===== config.mk =====
export PLATFORM = sky130hd
export DESIGN_NAME = regbank_writer
export DESIGN_NICKNAME = d
export VERILOG_FILES = /design/src/rtl/regbank_writer.sv
export SDC_FILE = /design/constraint.sdc
export NUM_CORES = 1
export LEC_CHECK = 0
export ABC_AREA = 1
export CORE_MARGIN = 8
export CORE_UTILIZATION = 45
export DETAILED_ROUTE_END_ITERATION = 12
export HOLD_SLACK_MARGIN = 0.06
export PLACE_DENSITY = 0.6
export SYNTH_ARGS = -nofsm -noshare
export SYNTH_HDL_FRONTEND = slang
export SYNTH_SLANG_ARGS = --single-unit

===== constraint.sdc =====
create_clock -name CLK -period 2.54 [get_ports CLK]
set_input_delay 0.508 -clock CLK [delete_from_list [all_inputs] [get_ports CLK]]
set_output_delay 0.508 -clock CLK [all_outputs]
set_load 0.02 [all_outputs]

===== src/rtl/regbank_writer.sv =====
// regbank_writer: in-order write-back buffer committing into an 8x16 register array with NZP update
// Ports: CLK/RESET (sync, active-high); WR_VALID/WR_READY handshake carrying DR, WR_DATA, LDCC;
//        REGISTER1/REGISTER2 select combinational SR1OUT/SR2OUT; NZP condition codes;
//        COUNT buffered entries, EMPTY when COUNT==0.
// Option: define REGBANK_WB_BYPASS_EN to let reads see the newest buffered write to the selected register.
module regbank_writer #(
    parameter int DEPTH = 4,
    parameter int AW    = 2
) (
    input  logic          CLK,
    input  logic          RESET,
    input  logic          WR_VALID,
    output logic          WR_READY,
    input  logic [2:0]    DR,
    input  logic [15:0]   WR_DATA,
    input  logic          LDCC,
    input  logic [2:0]    REGISTER1,
    input  logic [2:0]    REGISTER2,
    output logic [15:0]   SR1OUT,
    output logic [15:0]   SR2OUT,
    output logic [2:0]    NZP,
    output logic [AW:0]   COUNT,
    output logic          EMPTY
);
    logic [15:0]   r_regs [8];
    logic [2:0]    r_dr   [DEPTH];
    logic [15:0]   r_data [DEPTH];
    logic          r_ldcc [DEPTH];
    logic [AW-1:0] r_head;
    logic [AW-1:0] r_tail;
    logic [AW:0]   r_count;
    logic [2:0]    r_nzp;
    logic          w_push;
    logic          w_pop;
    logic [15:0]   w_head_data;

    assign WR_READY    = r_count != (AW+1)'(DEPTH);
    assign w_push      = WR_VALID && WR_READY;
    assign w_pop       = r_count != '0;
    assign w_head_data = r_data[r_head];
    assign COUNT       = r_count;
    assign EMPTY       = r_count == '0;
    assign NZP         = r_nzp;

    always_ff @(posedge CLK) begin
        if (RESET) begin
            for (int i = 0; i < 8; i++) r_regs[i] <= '0;
            r_head  <= '0;
            r_tail  <= '0;
            r_count <= '0;
            r_nzp   <= 3'b010;
        end else begin
            if (w_push) begin
                r_dr[r_tail]   <= DR;
                r_data[r_tail] <= WR_DATA;
                r_ldcc[r_tail] <= LDCC;
                r_tail         <= r_tail + 1'b1;
            end
            if (w_pop) begin
                r_regs[r_dr[r_head]] <= w_head_data;
                r_head               <= r_head + 1'b1;
                if (r_ldcc[r_head])
                    r_nzp <= w_head_data[15] ? 3'b100 : (w_head_data == '0) ? 3'b010 : 3'b001;
            end
            r_count <= r_count + (AW+1)'(w_push) - (AW+1)'(w_pop);
        end
    end

`ifdef REGBANK_WB_BYPASS_EN
    // Walk from head to tail so the newest matching entry overrides older ones.
    always_comb begin
        SR1OUT = r_regs[REGISTER1];
        SR2OUT = r_regs[REGISTER2];
        for (int i = 0; i < DEPTH; i++) begin
            if ((AW+1)'(i) < r_count && r_dr[r_head + AW'(i)] == REGISTER1) SR1OUT = r_data[r_head + AW'(i)];
            if ((AW+1)'(i) < r_count && r_dr[r_head + AW'(i)] == REGISTER2) SR2OUT = r_data[r_head + AW'(i)];
        end
    end
`else
    assign SR1OUT = r_regs[REGISTER1];
    assign SR2OUT = r_regs[REGISTER2];
`endif
endmodule


==> key figures <==
Synthesis
  • Synth area leaders: edfxtp_1, nor2_1, o21ai_0
  • Synth Net Count: 1087
  • Mux contribution to synthesized area: 0%
  • Xor/xnor share of the synthesized area: 0.0841%
  • Post-synth top area share: 60.0%
  • Synth Area in Compound Gates: 14.8%
  • Synthesized instance count: 1051
  • Cell Area, Synth: 10400 sq um
  • Top_reg_cell synth: edfxtp_1
  • Yosys top cell by area: edfxtp_1
  • Cell variety after synth: 29
  • Post-synth EDFFs: 208
  • Main combinational cell family by area after synthesis: simple AND/OR/NAND/NOR gates
  • #FFs+latches synth: 220
  • Synth Warn #: 0
  • Seq/Total Area, Yosys: 62.3%
  • Post-Synth Adder-Cell Area: 0.913%
  • FFs w/ async S/R, synth: 0%
  • Syn Area/Cell: 9.91 sq um
  • Simple-gate share of the synthesized area: 15.8%

Global route
  • Initial antenna violation count: 0
  • All-Layer GR Usage: 19.1%
  • Global-route wire length before repair: 42.6 mm
  • Global route overflow: 0
  • Vias in the first global route: 7802
  • Largest net degree at the start of global routing: 57

Timing
  • Max Slew Vio Count: 0
  • Final setup viols: 0
  • Post-layout min period: 2.49 ns
  • Smallest hold slack: 0.448 ns
  • Slew HR: 69.6%
  • Slew @ Worst Pin: 0.456 ns
  • Final Hold Violating Endpoints: 0
  • RSZ-0062 raised after global routing: true
  • Tcrit/Tclk final: 97.9%
  • Max Clock Freq: 0.402 GHz
  • Clock skew: 0.0121 ns

CTS
  • Clock sinks: 220
  • CTS Root Cell: clkbuf_16
  • Clk slew on worst S/H paths: 0.06 ns
  • Post-CTS setup buffer count: 0
  • Latest clock arrival within the worst-skew pair: 0.50 ns
  • Deepest clock path buffer count: 3
  • H-tree levels: 1
  • Cts hold-fix bufs: 0
  • CTS tree: yes
  • Num CTS Buffers: 23

Power and ir drop
  • Leakage power: 5.02 nW
  • VDD IR max: 0.625 mV
  • PwrDens: 919 nW/um^2

Job
  • Max Cap Viol: 0

Routing
  • # DRC: 0
  • Routed Antenna Nets: 0
  • Initial DRC count: 991
  • Drt total wl: 27.6 mm
  • DR vias: 7969
  • Avg Vias per Cell: 5.40
  • Detailed Routing Iterations Pass 1: 8
  • Drt wl/cell: 18.7 um

Critical path
  • Crit-path cells: buf_2, inv_1, buf_4, nor2_1, o21ai_0, nor2_1, a31oi_1, dlygate4sd2_1
  • CP max stage cell: dlygate4sd2_1
  • R2R setup slack: 0.31 ns
  • CP endpoint kind: primary output
  • Crit path max fanout: 14
  • Most frequent CP cell: nor2_1
  • Setup crit end: SR1OUT[13]
  • Slowest cell delay on critical path: 0.36 ns
  • R2R cell count: 7
  • Setup crit start: REGISTER1[0]
  • Startpoint Class: input port
  • Worst Path Arrival: 1.98 ns
  • RR Endpoint: r_regs[0][5]
  • Worst Path Required: 2.03 ns
  • Kind of critical path: in -> out

Floorplan
  • I/O pin count: 69
  • Initial core utilization: 45.9%
  • CORE AREA: 22700 sq um
  • Die area: 28300 sq um
  • Die height: 168 um
  • Standard-cell rows: 55
  • Die Width: 168 um

Placement
  • Port Buffers: 68
  • Post-DP HPWL: 18.7 mm
  • Final GP Congestion: 0.886

Final layout
  • Ant diodes: 0
  • Commonest non-fill, non-tap cell in the layout: edfxtp_1
  • Commonest cells after routing, fill and taps aside: edfxtp_1, nor2_1, nand2_1
  • Layout Nets: 1213
  • Layout cells sized above 1: 13.7%
  • Filler cells: 1993
  • Area Overhead vs Synth: 22.5%
  • Utilization after layout: 56.2%

Hold path
  • Hold Crit Class: reg -> reg

Status
  • Status: completed
## layer usage
layer	share of wire, %	up-vias	GRT usage (%)
li1	-	3897	-
met5	0	-	0
met3	5.8	47	2.83
met1	41	3740	22.8
met2	50	285	34.4
met4	3.4	0	7.26
## worst max-delay path: cells and delay by family
| kind | cells | cell delay [ns] |
|---|---|---|
| AOI/OAI and AO/OA | 2 | 0.41 |
| buffers and inverters | 4 | 0.86 |
| and+or+nand+nor | 2 | 0.19 |
## report_power, final
part	internal [mW]	switching (mW)	total (mW)
Clock	1.88	1.30	3.18
Combinational	1.27	2.49	3.75
Sequential	4.56	0.237	4.79
Total	7.70	4.02	11.7
## area by class of cell
cell class	count	area, sq um	area share (%)
Tap cell	285	357	2.80
Sequential cell	220	6490	50.8
Clock buffer	30	612	4.80
Clock inverter	8	86.3	0.677
Timing Repair Buffer	169	1650	12.9
Inverter	71	272	2.13
Multi-Input combinational cell	692	3300	25.9
## cell families after synthesis
family	count (synthesis)
flops	220
compound gates	279
buf+inv	139
fa+ha+maj	7
simple gates	405
xor+xnor	1
## timing repair
item,in CTS,in global routing
pin swaps,0,0
resized for setup,32,20
gates cloned,0,1
endpoints found under the setup margin,32,10
## through the flow
stage / worst slack (ns) / power, mW / cell area, sq um / setup TNS [ns] / cells
floorplan: 0.282 / 6.99 / 10400 / 0 / 1051
global placement: -0.251 / 8.64 / 12100 / -5.18 / 1436
detailed placement: -0.282 / 8.69 / 12100 / -5.69 / 1436
CTS: 0.00628 / 11.8 / 12700 / 0 / 1474
global route: -0.0180 / 12.3 / 12800 / -0.0180 / 1475
finish: 0.0535 / 11.7 / 12800 / 0 / 1475
## how the worst min path moves through the flow
stage / from / end / slack, ns / depth (start not counted)
global route: r_head[1] / r_head[1] / 0.48 / 1
finish: r_head[1] / r_head[1] / 0.45 / 1
global placement: r_head[1] / r_head[1] / 0.43 / 1
CTS: r_head[1] / r_head[1] / 0.45 / 1
detailed placement: r_head[1] / register / 0.43 / 1
floorplan: r_head[1] / register / 0.41 / 1
## registers in the layout, indices dropped and copies added, names as in the netlist, named ones only
register	flops
COUNT	3
NZP	3
r_data	64
r_dr	12
r_head	2
r_ldcc	4
r_regs	128
r_tail	2
## Yosys cell counts, types with 12 or more instances
| cell type | instances |
|---|---|
| nand2_1 | 149 |
| o211ai_1 | 32 |
| o21ai_0 | 137 |
| inv_1 | 67 |
| a31oi_1 | 32 |
| a21oi_1 | 75 |
| edfxtp_1 | 208 |
| clkbuf_1 | 36 |
| dfxtp_1 | 12 |
| buf_6 | 13 |
| nor2_1 | 209 |
| nand3_1 | 33 |
Power figures use the tool's default switching activity.
==> variant 1 (same settings) <==
Change the parameter `AW` from 2 to 1.
--- a/src/rtl/regbank_writer.sv
+++ b/src/rtl/regbank_writer.sv
@@ -5,7 +5,7 @@
 // Option: define REGBANK_WB_BYPASS_EN to let reads see the newest buffered write to the selected register.
 module regbank_writer #(
     parameter int DEPTH = 4,
-    parameter int AW    = 2
+    parameter int AW    = 1
 ) (
     input  logic          CLK,
     input  logic          RESET,
Ports: changed (resized COUNT); port bits go from 69 to 68. No check against the original RTL was run, so the function may have changed too.
==> variant 1 against the original RTL <==
- worst hold slack improved by 0.012 ns
- synthesized area decreased by 17%
- sequential cell count decreased by 44
- global-route usage increased by 1.0 points
- setup slack improved by 0.024 ns
- cell count decreased by 13%
- register-to-register slack improved by 0.21 ns
- count of clock-buffer cells in the layout decreased by 12
- critical path depth increased by 1
- cell area decreased by 18%
- routed wire length decreased by 13%
- critical path type unchanged
Power is not compared: it rests on default switching activity, and its combinational part moved more than twofold at a synthesized area within 25%.
==> variant 1: results (changes against the original RTL) <==
outcome = finished clean
crit path max-delay cell type = clkdlybuf4s15_1
r2r setup slk = 0.52 ns (+0.21 ns)
Rel. slew slack = 75.51% (+5.9 points)
pre-CTS WS = -0.2196 ns (+0.06241 ns)
H-tree levels = 4 (+3)
Pint = 5.109 mW
Vias/cell = 5.445 (+0.78%)
Placer Congestion = 0.8427 (-4.9%)
placed cell area = 9985 um2 (-17%)
insertion delay to the later sink of the worst-skew pair = 0.44 ns (-0.06 ns)
grt ovf = 0 (unchanged)
drt pass-1 iters = 5 (-3)
Initial DRC Count = 830 (-16%)
hold_sp = r_head
largest net degree at the start of global routing = 33 (-42%)
CTS resizes = 37 (+16%)
biggest regs = r_regs: 128 flops, r_data: 32 flops, r_dr: 6 flops
Synth area leaders = edfxtp_1, nor2_1, o21ai_0
met2 GRT Util = 33.78% (-0.62 points)
largest stage delay on the critical path = 0.33 ns (-0.03 ns)
Worst R2R Path Depth = 8 (+1)
synthesized instance count = 913 (-13%)
worst-path maximum fanout = 19 (+5)
via count = 6964 (-13%)
overall routing resource usage = 20.17% (+1.0 points)
sequential cell area fraction in the yosys report = 60.05% (-2.2 points)
Synth cell types = 29 (unchanged)
filler instances = 1714 (-14%)
EDFF count, synth = 168 (-19%)
DRT Wirelength = 23940 um (-13%)
commonest cells in the netlist = nor2_1, edfxtp_1, o21ai_0, nand2_1, inv_1
WHS = 0.4601 ns (+0.01249 ns)
storage element area = 5205 um2 (-20%)
vias in the first global route = 6595 (-15%)
M3 GR Usage = 3.093% (+0.26 points)
end of the critical path = SR2OUT[7]
total CTS buffers = 17 (-26%)
fin nets = 1036 (-15%)
clk buf depth = 2 (-1)
layout cells sized above 1 = 12.66% (-1.0 points)
Port Buffers = 67 (-1.5%)
Cells after DPL = 1247 (-13%)
Tcrit/Tclk final = 96.96% (-0.94 points)
GR met1 Demand/Resource = 25.88% (+3.1 points)
P_comb = 1.51 mW
HPWL after DPL = 16580 um (-12%)
worst clock skew = 0.01241 ns (+0.0003578 ns)
VDD IR-drop max = 522.2 uV
RR Endpoint = r_regs[2][13]
first-pass GRT wire length = 36980 um (-13%)
CP startpoint = REGISTER2[1]
Syn Nets = 943 (-13%)
Worst EP arrival = 1.95 ns (-0.03 ns)
[variant 1: layout make-up]
type                    count  area share, %
well taps                 260          3.094
inverters                  78          2.833
clock inverters            14          1.309
multi-input cells         600          27.45
repair buffers            133          11.72
clock buffers              18          4.082
flip-flops and latches    176          49.51
[variant 1: routing by layer]
metal / wire (um) / share of wire, %
met1: 10420 / 44
met2: 11760 / 49
met3: 1123 / 4.7
met4: 631 / 2.6
met5: 0 / 0
[variant 1: cell families (layout without fill, tap and decap cells)]
| group | after synthesis | count (layout) | synth area share (%) |
|---|---|---|---|
| flip-flops | 176 | 176 | 60.05 |
| adder cells (fa/ha/maj) | 1 | 1 | 0.1443 |
| AO/OA/AOI/OAI | 270 | 270 | 17.28 |
| buffers and inverters | 137 | 243 | 6.726 |
| AND/OR/NAND/NOR | 329 | 329 | 15.81 |
==> variant 2 (config.mk and constraints unchanged) <==
Without the edit above. Put one more register stage on the output `COUNT`, cleared by the reset. The value now appears one clock later. The other outputs are not delayed to match.
--- a/src/rtl/regbank_writer.sv
+++ b/src/rtl/regbank_writer.sv
@@ -38,7 +38,13 @@
     assign w_push      = WR_VALID && WR_READY;
     assign w_pop       = r_count != '0;
     assign w_head_data = r_data[r_head];
-    assign COUNT       = r_count;
+    always_ff @(posedge CLK) begin
+        if (RESET) begin
+            COUNT <= '0;
+        end else begin
+            COUNT <= r_count;
+        end
+    end
     assign EMPTY       = r_count == '0;
     assign NZP         = r_nzp;
 
Formal check against the unedited RTL: not equivalent (a bounded check fails within 4 cycles, from zero or initial values and one cycle with RESET high).
==> variant 2 against the original RTL <==
- sequential cell count is 3 higher
- synthesized area is 0.79% higher
- routed wire length is 0.25% lower
- maximum frequency is 0.92% higher
- total power is 3.3% higher
- cell area is 1.2% higher
- setup slack better by 0.023 ns
- clock skew is 0.00054 ns lower
- worst hold slack better by 0.0076 ns
- count of clock-buffer cells in the layout is 1 higher
- largest cell class unchanged
==> variant 2: results (changes against the original RTL) <==
Lkg Pwr = 5.057 nW (+0.70%)
clk buf depth = 3 (unchanged)
Synth Flop Type = edfxtp_1
Synth Area in Compound Gates = 14.71% (-0.12 points)
Root Buffer = clkbuf_16
Least-Margin Pin Slew = 0.4043 ns (-0.05161 ns)
largest net degree at the start of global routing = 35 (-39%)
vias in the first global route = 7925 (+1.6%)
crit path max-delay cell type = clkdlybuf4s15_1
Synth Area in Adders = 0.9059% (-0.0072 points)
Worst EP arrival = 1.96 ns (-0.02 ns)
commonest cells in the netlist = nor2_1, edfxtp_1, nand2_1, o21ai_0, a21oi_1
Synth area leaders = edfxtp_1, nor2_1, o21ai_0
pre-CTS WS = -0.4068 ns (-0.1248 ns)
biggest regs = r_regs: 128 flops, r_data: 64 flops, r_dr: 12 flops
drt pass-1 iters = 5 (-3)
H-tree levels = 1 (unchanged)
post-CTS setup buffer count = 0 (unchanged)
xor/xnor share of the synthesized area = 0.08344% (-0.00066 points)
largest stage delay on the critical path = 0.35 ns
Switching Power = 4.056 mW (+0.90%)
DRT Wirelength = 27530 um (-0.25%)
yosys warns = 0 (unchanged)
via count = 8043 (+0.93%)
WHS Path Cells = 1 (unchanged)
Clock transition at path regs = 0.06 ns (about the same)
Syn Nets = 1096 (+0.83%)
Min-Delay Path Class = register to register
sequential cell area fraction in the yosys report = 62.37% (+0.082 points)
first-pass GRT wire length = 43350 um (+1.9%)
worst clock skew = 0.01151 ns (-0.0005430 ns)
overall routing resource usage = 19.39% (+0.25 points)
Crit path max-delay family = buffers and inverters
VDD IR-drop max = 736.7 uV (+18%)
worst-path maximum fanout = 10 (-4)
insertion delay to the later sink of the worst-skew pair = 0.52 ns (+0.02 ns)
Synth cell types = 29 (unchanged)
Worst R2R Path Depth = 8 (+1)
filler instances = 2054 (+3.1%)
mux cell area share after synthesis = 0% (unchanged)
Placer Congestion = 0.9055 (+2.2%)
outcome = finished clean
Antenna Cells = 0 (unchanged)
pins over their slew limit = 0 (unchanged)
EDFF count, synth = 208 (unchanged)
initial antenna violation count = 0 (unchanged)
total CTS buffers = 24 (+4.3%)
fin nets = 1207 (-0.49%)
layout cells sized above 1 = 13.29% (-0.41 points)
HPWL after DPL = 18420 um (-1.7%)
Initial DRC Count = 590 (-40%)
[variant 2: cell types whose count changed after synthesis]
cell      unedited run  this run
dfxtp_1             12        15
nor2_1             209       212
clkbuf_1            36        38
inv_1               67        69
buf_1               10         9
[variant 2: final timing paths]
| kind | start | endpoint | slack [ns] |
|---|---|---|---|
| min | r_head[1] | register | 0.46 |
| max | REGISTER1[1] | SR1OUT[11] | 0.08 |
| max reg2reg | register | r_regs[1][6] | 0.42 |
| min reg2reg | r_head[1] | register | 0.46 |
[variant 2: cell families (layout without fill, tap and decap cells)]
kind of cell / after synthesis / in the layout
adders and majority gates: 7 / 7
buffers and inverters: 142 / 271
and+or+nand+nor: 408 / 408
DFF: 223 / 223
xor gates and xnor gates: 1 / 1
AOI/OAI and AO/OA: 279 / 279
[variant 2: metrics by stage]
stage,utilization (%),hold WS [ns],std cells,area [um2]
floorplan,-,0.4125,1060,10500
detailed placement,52.30,0.4378,1464,12130
finish,55.69,0.4552,1508,12910
global placement,52.30,0.4206,1464,12130
global route,55.69,0.4416,1508,12910
CTS,55.77,0.4358,1508,12930
[variant 2: cell type report]
cell class	count	share of cell area, %
multi-input combinational	695	25.73
timing repair buffer	154	11.88
clock buffer	31	5.173
sequential	223	50.69
tap	319	3.090
clock inverter	13	1.279
inverter	73	2.160
[variant 2: repair_timing]
| action | CTS | global route |
|---|---|---|
| pin swaps | 0 | 0 |
| hold endpoints to repair | 0 | 0 |
| endpoints found under the setup margin | 32 | 10 |
| gates resized for setup | 34 | 21 |
[variant 2: power groups by stage]
| stage | clock network, mW | registers (mW) | logic [mW] |
|---|---|---|---|
| after floorplan | 0 | 4.86 | 2.18 |
| after global placement | 0 | 4.88 | 3.68 |
| after detailed placement | 0 | 4.89 | 3.73 |
| after CTS | 3.71 | 4.82 | 3.69 |
| after global routing | 3.88 | 4.87 | 4.02 |
| final | 3.64 | 4.82 | 3.65 |
[variant 2: per-layer routing]
metal / vias to the layer above / share of wire, % / track usage [%] / routed length [um]
li1: 3898 / - / - / -
met1: 3834 / 40 / 23.40 / 11140
met2: 266 / 51 / 35.21 / 14030
met3: 45 / 6.0 / 2.819 / 1659
met4: 0 / 2.5 / 5.862 / 699
met5: - / 0 / 0 / 0
